### src/rtl/axis_avl_pkg.sv
// Shared types and helpers for the AXI4-Stream to Avalon-ST bridge.
// Holds the packet FSM state enum, LFSR constants and TKEEP->EMPTY count.
package axis_avl_pkg;

   typedef enum logic [1:0] {
      S_SOP,
      S_BODY,
      S_DROP
   } state_t;

   // Flag part of a buffered beat; data/empty/channel widths are
   // per-instance, so the full beat struct is built in the bridge.
   typedef struct packed {
      logic sop;
      logic eop;
   } beat_flags_t;

   // x^16+x^14+x^13+x^11+1, right-shifting Galois form
   localparam logic [15:0] LFSR_SEED = 16'hACE1;
   localparam logic [15:0] LFSR_POLY = 16'hB400;

   // Number of unused bytes in a low-aligned TKEEP of nbytes lanes
   function automatic int keep_zeros(input logic [31:0] keep,
                                     input int nbytes);
      int z;
      z = 0;
      for (int i = 0; i < 32; i++)
         if (i < nbytes && !keep[i])
            z++;
      return z;
   endfunction

endpackage

### src/rtl/axis_sync_fifo.sv
// Generic first-word-fall-through synchronous FIFO.
// Ports: clk/rst_n, push/wdata, pop/rdata (head), level, full, empty.
module axis_sync_fifo #(
   parameter int WIDTH = 8,
   parameter int DEPTH = 8
) (
   input  logic                     clk,
   input  logic                     rst_n,
   input  logic                     push,
   input  logic [WIDTH-1:0]         wdata,
   input  logic                     pop,
   output logic [WIDTH-1:0]         rdata,
   output logic [$clog2(DEPTH):0]   level,
   output logic                     full,
   output logic                     empty
);

   localparam int AW = $clog2(DEPTH);

   logic [WIDTH-1:0] mem [DEPTH];
   logic [AW-1:0]    wp;
   logic [AW-1:0]    rp;
   logic [AW:0]      cnt;
   logic             wr;
   logic             rd;

   assign full  = (cnt == (AW+1)'(DEPTH));
   assign empty = (cnt == '0);
   assign wr    = push && !full;
   assign rd    = pop && !empty;
   assign rdata = mem[rp];
   assign level = cnt;

   always_ff @(posedge clk or negedge rst_n) begin
      if (!rst_n) begin
         wp  <= '0;
         rp  <= '0;
         cnt <= '0;
      end else begin
         if (wr)
            wp <= wp + AW'(1);
         if (rd)
            rp <= rp + AW'(1);
         if (wr && !rd)
            cnt <= cnt + (AW+1)'(1);
         else if (rd && !wr)
            cnt <= cnt - (AW+1)'(1);
      end
   end

   always_ff @(posedge clk) begin
      if (wr)
         mem[wp] <= wdata;
   end

endmodule

### src/rtl/axis2avl_bridge.sv
// AXI4-Stream slave to Avalon-ST source bridge with channel mapping,
// elastic FIFO, TKEEP->EMPTY and max-length truncation.
// Ports: S_AXIS_* ingress, DATA_INPUT_* Avalon egress, PKT_TRUNC and
// KEEP_ERR pulses, FIFO_LEVEL. AXIS2AVL_BIST_EN adds BIST_MODE + LFSR.
module axis2avl_bridge
   import axis_avl_pkg::*;
#(
   parameter int DATA_WIDTH  = 16,
   parameter int CH_WIDTH    = 2,
   parameter int FIFO_DEPTH  = 8,
   parameter int MAX_PKT_LEN = 1000,
   parameter int EMPTY_WIDTH =
      (DATA_WIDTH > 8) ? $clog2(DATA_WIDTH/8) : 1
) (
   input  logic                          S_AXIS_ACLK,
   input  logic                          S_AXIS_ARESETN,
`ifdef AXIS2AVL_BIST_EN
   input  logic                          BIST_MODE,
`endif
   output logic                          S_AXIS_TREADY,
   input  logic [DATA_WIDTH-1:0]         S_AXIS_TDATA,
   input  logic [DATA_WIDTH/8-1:0]       S_AXIS_TKEEP,
   input  logic                          S_AXIS_TLAST,
   input  logic                          S_AXIS_TVALID,
   input  logic [CH_WIDTH-1:0]           S_AXIS_TDEST,
   input  logic                          DATA_INPUT_READY,
   output logic                          DATA_INPUT_VALID,
   output logic                          DATA_INPUT_STARTOFPACKET,
   output logic                          DATA_INPUT_ENDOFPACKET,
   output logic [DATA_WIDTH-1:0]         DATA_INPUT_DATA,
   output logic [EMPTY_WIDTH-1:0]        DATA_INPUT_EMPTY,
   output logic [CH_WIDTH-1:0]           DATA_INPUT_CHANNEL,
   output logic                          PKT_TRUNC,
   output logic                          KEEP_ERR,
   output logic [$clog2(FIFO_DEPTH):0]   FIFO_LEVEL
);

   localparam int KW   = DATA_WIDTH/8;
   localparam int CNTW = $clog2(MAX_PKT_LEN+1);

   typedef struct packed {
      logic [DATA_WIDTH-1:0]  data;
      beat_flags_t            flags;
      logic [EMPTY_WIDTH-1:0] empty;
      logic [CH_WIDTH-1:0]    channel;
   } beat_t;

   state_t              state;
   logic [CNTW-1:0]     cnt;
   logic [CNTW-1:0]     idx;
   logic [CH_WIDTH-1:0] ch_q;
   logic                rdy_q;
   logic                at_max;
   logic                axi_en;
   logic                tready_core;
   logic                acc;
   logic                push;
   logic                pop;
   logic                trunc;
   logic                full;
   logic                empty;
   beat_t               wr_beat;
   beat_t               head;
   beat_t               last_q;
   beat_t               shown;

   logic                  src_valid;
   logic [DATA_WIDTH-1:0] src_data;
   logic [KW-1:0]         src_keep;
   logic                  src_last;
   logic [CH_WIDTH-1:0]   src_dest;

`ifdef AXIS2AVL_BIST_EN
   logic        bist_q;
   logic [15:0] lfsr;
   assign axi_en = !BIST_MODE;
`else
   assign axi_en = 1'b1;
`endif

   // Position of the beat being offered within the current packet
   assign idx    = (state == S_SOP) ? CNTW'(1) : cnt + CNTW'(1);
   assign at_max = (idx == CNTW'(MAX_PKT_LEN));

   // rdy_q holds TREADY low for the first cycle after reset release
   assign tready_core   = rdy_q && (state == S_DROP || !full);
   assign S_AXIS_TREADY = tready_core && axi_en;

   always_comb begin
      src_valid = S_AXIS_TVALID && axi_en;
      src_data  = S_AXIS_TDATA;
      src_keep  = S_AXIS_TKEEP;
      src_last  = S_AXIS_TLAST;
      src_dest  = S_AXIS_TDEST;
`ifdef AXIS2AVL_BIST_EN
      if (BIST_MODE) begin
         // generator starts the cycle after the reseed
         src_valid = bist_q;
         src_data  = DATA_WIDTH'(lfsr);
         src_keep  = '1;
         src_last  = at_max;
         src_dest  = '0;
      end
`endif
   end

   assign acc   = src_valid && tready_core;
   assign push  = acc && (state != S_DROP);
   assign trunc = push && at_max && !src_last;

   always_comb begin
      wr_beat.data       = src_data;
      wr_beat.flags.sop  = (state == S_SOP);
      wr_beat.flags.eop  = src_last || at_max;
      wr_beat.empty      = '0;
      if (src_last)
         wr_beat.empty = EMPTY_WIDTH'(keep_zeros(32'(src_keep), KW));
      wr_beat.channel    = (state == S_SOP) ? src_dest : ch_q;
   end

   always_ff @(posedge S_AXIS_ACLK or negedge S_AXIS_ARESETN) begin
      if (!S_AXIS_ARESETN) begin
         state     <= S_SOP;
         cnt       <= '0;
         ch_q      <= '0;
         rdy_q     <= 1'b0;
         PKT_TRUNC <= 1'b0;
         KEEP_ERR  <= 1'b0;
         last_q    <= '0;
      end else begin
         rdy_q     <= 1'b1;
         PKT_TRUNC <= trunc;
         KEEP_ERR  <= acc && !src_last && (src_keep != '1);
         if (pop)
            last_q <= head;
         if (acc) begin
            if (state == S_DROP) begin
               if (src_last)
                  state <= S_SOP;
            end else begin
               cnt <= idx;
               if (state == S_SOP)
                  ch_q <= src_dest;
               if (trunc)
                  state <= S_DROP;
               else if (src_last)
                  state <= S_SOP;
               else
                  state <= S_BODY;
            end
         end
`ifdef AXIS2AVL_BIST_EN
         if (BIST_MODE && !bist_q) begin
            state <= S_SOP;
            cnt   <= '0;
         end
`endif
      end
   end

`ifdef AXIS2AVL_BIST_EN
   always_ff @(posedge S_AXIS_ACLK or negedge S_AXIS_ARESETN) begin
      if (!S_AXIS_ARESETN) begin
         bist_q <= 1'b0;
         lfsr   <= LFSR_SEED;
      end else begin
         bist_q <= BIST_MODE;
         if (BIST_MODE && !bist_q)
            lfsr <= LFSR_SEED;
         else if (BIST_MODE && acc)
            lfsr <= lfsr[0] ? ((lfsr >> 1) ^ LFSR_POLY) : (lfsr >> 1);
      end
   end
`endif

   axis_sync_fifo #(
      .WIDTH ($bits(beat_t)),
      .DEPTH (FIFO_DEPTH)
   ) u_fifo (
      .clk   (S_AXIS_ACLK),
      .rst_n (S_AXIS_ARESETN),
      .push  (push),
      .wdata (wr_beat),
      .pop   (pop),
      .rdata (head),
      .level (FIFO_LEVEL),
      .full  (full),
      .empty (empty)
   );

   assign pop   = !empty && DATA_INPUT_READY;
   // outputs hold the last popped beat while the FIFO is empty
   assign shown = empty ? last_q : head;

   assign DATA_INPUT_VALID         = !empty;
   assign DATA_INPUT_STARTOFPACKET = shown.flags.sop;
   assign DATA_INPUT_ENDOFPACKET   = shown.flags.eop;
   assign DATA_INPUT_DATA          = shown.data;
   assign DATA_INPUT_EMPTY         = shown.empty;
   assign DATA_INPUT_CHANNEL       = shown.channel;

endmodule

### config.mk
export PLATFORM = sky130hd
export DESIGN_NAME = axis2avl_bridge
export DESIGN_NICKNAME = d
export VERILOG_FILES = /design/src/rtl/axis_avl_pkg.sv /design/src/rtl/axis_sync_fifo.sv /design/src/rtl/axis2avl_bridge.sv
export SDC_FILE = /design/constraint.sdc
export NUM_CORES = 1
export LEC_CHECK = 0
export ABC_AREA = 0
export ABC_CLOCK_PERIOD_IN_PS = 12000
export CAP_MARGIN = 20
export CORE_MARGIN = 2
export CORE_UTILIZATION = 45
export CTS_CLUSTER_DIAMETER = 60
export DETAILED_ROUTE_END_ITERATION = 10
export GPL_TIMING_DRIVEN = 0
export PLACE_DENSITY_LB_ADDON = 0.2
export SYNTH_ARGS = -nofsm -noshare
export SYNTH_HDL_FRONTEND = slang
export SYNTH_SLANG_ARGS = --single-unit
### constraint.sdc
create_clock -name S_AXIS_ACLK -period 12 [get_ports S_AXIS_ACLK]
set_input_delay 2.4 -clock S_AXIS_ACLK [delete_from_list [all_inputs] [get_ports S_AXIS_ACLK]]
set_output_delay 2.4 -clock S_AXIS_ACLK [all_outputs]
set_load 0.05 [all_outputs]
=== After elaboration in Yosys (flattened, before gate mapping) ===
Memories as Yosys holds them, arrays and structs flattened.
Cells that the tools add are included.

* Register bits: 48
* Memory bits (writable): 168
* Memories kept: 1

{| class="wikitable"
|+ Memories
! name !! words !! bits a word !! read ports !! clocked after Yosys merged registers in !! write ports !! RTL line !! source
|-
| u_fifo.mem || 8 || 21 || 1 || 0 || 1 || axis_sync_fifo.sv:20 || <nowiki>logic [WIDTH-1:0] mem [DEPTH];</nowiki>
|}

* $add $sub $neg: 6
* Eq/ne operators: 6
* Mux-type cells: 15
* Bitwise gates (word level): 1
* Reduce and logical (&&, ||, !) cells: 24

{| class="wikitable"
|+ Operator list
! operator !! count
|-
| $mux 21 || 1
|-
| $logic_and 1x1->1 || 12
|-
| $add 10x1->10 const B || 1
|-
| $eq 10x10->1 const B || 1
|-
| $mux 10 || 1
|-
| $mux 2 || 4
|-
| $mux 4 || 2
|-
| $mux 1 || 7
|-
| $add 3x1->3 const B || 2
|-
| $ne 2x2->1 const B || 3
|-
| $logic_not 1->1 || 5
|-
| $add 4x1->4 const B || 1
|-
| $eq 4x4->1 const B || 1
|-
| $logic_not 4->1 || 1
|-
| $reduce_and 2->1 || 2
|-
| $sub 4x1->4 const B || 1
|-
| $eq 2x2->1 const B || 1
|-
| $logic_not 2->1 || 1
|-
| $logic_or 1x1->1 || 2
|-
| $reduce_bool 2->1 || 1
|-
| $add 1x1->1 const B || 1
|-
| $not 1->1 || 1
|}

=== Longest topological paths before layout ===
* Depth after elaboration: 11
* Depth in mapped cells: 13
* Mapped depth without buffers: 12

=== By module ===
From an unflattened synthesis, not the netlist that was laid out.

* Cells, all modules: 490
* Area, all modules: 9103.7 um^2

{| class="wikitable"
|+ By module, submodules not included
! module !! instances !! cells an instance !! area each (um^2)
|-
| axis_sync_fifo || 1 || 307 || 7108.1
|-
| axis2avl_bridge || 1 || 183 || 1995.7
|}

=== Worst setup path after synthesis ===
Ideal clock, no wire load.

* Path kind: in2reg
* From: input S_AXIS_TVALID
* To: memory u_fifo.mem[1][0] in the netlist's numbering, enable pin
* Setup time: 460 ps
* Arrival: 5361 ps
* Data required time: 11540 ps
* Setup slack: 6178 ps
* Stages: 5
* Path through: nand2_1 a31oi_1 nand2_1 buf_2 nor4b_1

* Word-level cells in the longest chain between the ends: 5

{| class="wikitable"
|+ Ends and longest elaborated chain
! what !! RTL line !! source
|-
| from (decl) || axis2avl_bridge.sv:24 || <nowiki>input logic S_AXIS_TVALID,</nowiki>
|-
| $logic_and 1x1->1 || axis2avl_bridge.sv:107 || <nowiki>assign acc = src_valid && tready_core;</nowiki>
|-
| $logic_and 1x1->1 || axis2avl_bridge.sv:108 || <nowiki>assign push = acc && (state != S_DROP);</nowiki>
|-
| $logic_and 1x1->1 || axis_sync_fifo.sv:29 || <nowiki>assign wr = push && !full;</nowiki>
|-
| $mux 1 || axis_sync_fifo.sv:52 || <nowiki>if (wr)</nowiki>
|-
| $mux 1 (implied by the code) || axis_sync_fifo.sv:53 || <nowiki>mem[wp] <= wdata;</nowiki>
|-
| to (decl) || axis_sync_fifo.sv:20 ||
|}

No other way between the ends.

=== Final worst setup path ===
* From: register u_fifo.rp[1]
* To: output DATA_INPUT_DATA[15]

* Word-level cells in the longest chain between the ends: 2

{| class="wikitable"
|+ Ends and longest elaborated chain
! what !! RTL line !! source
|-
| from (decl) || axis_sync_fifo.sv:22 || <nowiki>logic [AW-1:0] rp;</nowiki>
|-
| from (signal assigned) || axis_sync_fifo.sv:43 || <nowiki>rp <= rp + AW'(1);</nowiki>
|-
| $mem_v2 8x21 || - ||
|-
| $mux 21 || axis2avl_bridge.sv:193 || <nowiki>assign shown = empty ? last_q : head;</nowiki>
|-
| to (decl) || axis2avl_bridge.sv:30 || <nowiki>output logic [DATA_WIDTH-1:0] DATA_INPUT_DATA,</nowiki>
|}

No other way between the ends.

==> impl_metrics.tcl <==
set metrics [dict create \
    grt.total_usage 0.188 \
    die_area_um2 20600 \
    core-area_um2 19300 \
    hold_path_class "register to register" \
    power_density_nw_per_um2 259 \
    postCtsSetupBuffers 0 \
    via_per_inst 5.45 \
    dp_cells 854 \
    rows 51 \
    syn_inst 517 \
    pin_count 54 \
    hold_viol 0 \
    placed_area_um2 9890 \
    period_share 0.489 \
    antenna_found_initial 0 \
    tritoncts "built" \
    setup_viol 0 \
    fmax_mhz 170 \
    synth_top_cell_by_area "edfxtp_1" \
    cts-root-buf "clkbuf_16" \
    grt_setup_unrepaired "false" \
    critPathKind "register to primary output" \
    finalPower_mw 2.76 \
    drc 0 \
    yosysWarnings 0 \
    postCtsResizedCells 0 \
    syn_to_final_growth_pct 21.3 \
    synth_area_um2 8770 \
    ys_ff_latch 216 \
    worstSetupStartpointType "register" \
    path_clk_slew_ns 0.06 \
    fin_nets 647 \
    maxSlewViolCount 0 \
    io_buffers 53 \
    cp_max_fo 10 \
    grt_overflow 0 \
    slew_headroom 0.345 \
    end_kind "primary output" \
    grt_max_degree 31 \
    setup_ws_ns 6.13 \
    cts_sinks 216 \
    yosysMostFrequentCell "edfxtp_1" \
    postCtsHoldBufs 0 \
    place.detailed.hpwl_um 12300 \
    htree_levels 1 \
    fin_crit_ns 5.87 \
    ys_types 49 \
    synth_enable_flop_cells 168 \
    syn_nets 550 \
    cap_violations 0 \
    p_leak_nw 3.75 \
    synth_seq_area_share 0.712 \
    final_area_um2 10600 \
    die_w_um 144 \
    wirelength_um 18400 \
    max_slew.worst_pin.slew_ns 0.982 \
    vias 4883 \
    clk_latency_ns 0.52 \
    antenna_cells 0 \
    run_status "finished clean" \
    layout-drive-gt1-share 0.198 \
    drt_iter0_markers 400 \
    arrival_ns 3.47 \
    regToRegStartpoint "u_fifo.level[0]$_DFFE_PN0P_" \
    worstSetupEndpoint "DATA_INPUT_DATA[15]" \
    ant_nets 0 \
    reg2reg_to "u_fifo.level[3]$_DFFE_PN0P_" \
    synth.area.top_cells "edfxtp_1, dfrtp_1, mux4_2" \
    synthFlopType "edfxtp_1" \
    place_congestion 0.813 \
    cts_buffers 23 \
    post_drt_wl_per_cell_um 20.5 \
    final_cells 896 \
    vdd_drop_max_mv 0.142 \
    finalSetupTns_ns 0 \
    skew_ns 0.0251 \
    utilization 0.552 \
    yosys.area.top_type_share 0.575 \
    async_reset_ff_frac 0.222 \
    avgSynthCellArea_um2 17.0 \
    grt_pass1_vias 5116 \
    synth_common_cells "edfxtp_1, dfrtp_1, mux4_2, nand2_1" \
    r2r_cells 13 \
    first_pass_iters 5 \
    floorplan.die.height_um 144 \
    worst-r2r-setup-slack_ns 8.37 \
    start_util 0.455 \
    grt_pass1_wl_um 28800 \
    cp.required_ns 9.60 \
    place_worst_setup_slack_ns 6.58 \
    clk_path_buf_depth 3 \
    crit_start "u_fifo.rp[1]$_DFFE_PN0P_" \
    holdWs_ns 0.489 \
]
-- critical path, stage by stage, from the launching register on --
cell and delay [ns]:
dfrtp_1 0.36, clkbuf_1 0.29, clkbuf_1 0.67, mux4_2 0.36, mux2i_1 0.12, a21oi_1 0.30
clkdlybuf4s50_1 0.85
-- flip-flops by register name, indices dropped and copies added, names as in the netlist --
name / flops
state: 2
cnt: 10
u_fifo.wp: 3
rdy_q: 1
u_fifo.level: 4
PKT_TRUNC: 1
KEEP_ERR: 1
u_fifo.mem: 168
u_fifo.rp: 3
ch_q: 2
last_q: 21
-- report_power, final --
part           total [mW]  switching [mW]  internal (mW)  leakage (nW)
combinational        1.09           0.672          0.415          1.27
sequential          0.978          0.0563          0.922          2.12
clock               0.692           0.278          0.414         0.362
-- metal layers --
| metal | wire [um] | GRT usage | share of wire |
|---|---|---|---|
| met2 | 9210 | 0.311 | 0.50 |
| met4 | 328 | 0.0552 | 0.018 |
| met1 | 8080 | 0.261 | 0.44 |
| met5 | 0 | 0 | 0 |
| met3 | 792 | 0.0267 | 0.043 |
-- final cells by class --
class / count / area [um^2]
clock buffer: 31 / 636
buffer: 28 / 116
timing repair buffer: 72 / 746
inverter: 5 / 18.8
clock inverter: 11 / 110
multi-input combinational: 268 / 2430
tap: 265 / 332
fill: 1529 / 8640
sequential: 216 / 6250
-- placed cells by master, fill, tap and decap left out, drive strengths merged, types with 7 or more instances in the layout --
cell	n
a21oi	24
clkbuf	47
ha	7
dfrtp	48
buf	32
edfxtp	168
mux2i	22
xnor2	8
nand2	39
nor2	32
clkinv	7
o21ai	33
clkdlybuf4s50	52
mux4	42
-- how the worst min path moves through the flow --
| stage | from | endpoint | slack, ns | cells past startpoint |
|---|---|---|---|---|
| 3_3_place_gp | last_q[1]$_DFFE_PN0P_ | last_q[1]$_DFFE_PN0P_ | 0.46 | 2 |
| 4_1_cts | last_q[1]$_DFFE_PN0P_ | last_q[1]$_DFFE_PN0P_ | 0.49 | 2 |
| 2_1_floorplan | last_q[0]$_DFFE_PN0P_ | last_q[0]$_DFFE_PN0P_ | 0.45 | 2 |
| 5_1_grt | last_q[8]$_DFFE_PN0P_ | last_q[8]$_DFFE_PN0P_ | 0.51 | 2 |
| 6_report | last_q[20]$_DFFE_PN0P_ | last_q[20]$_DFFE_PN0P_ | 0.49 | 2 |
| 3_5_place_dp | last_q[1]$_DFFE_PN0P_ | last_q[1]$_DFFE_PN0P_ | 0.47 | 2 |
-- cell families (layout without fill, tap and decap cells) --
kind of cell	count (synthesis)	in the layout	share of synthesized area
AOI/OAI and AO/OA	76	76	0.0511
xor gates and xnor gates	11	11	0.0110
adders and majority gates	8	8	0.0123
buffers and inverters	33	147	0.0154
DFF	216	216	0.712
muxes	70	70	0.141
other	1	1	0.000428
and+or+nand+nor	102	102	0.0569
No activity file was read; power rests on OpenSTA's default activity.
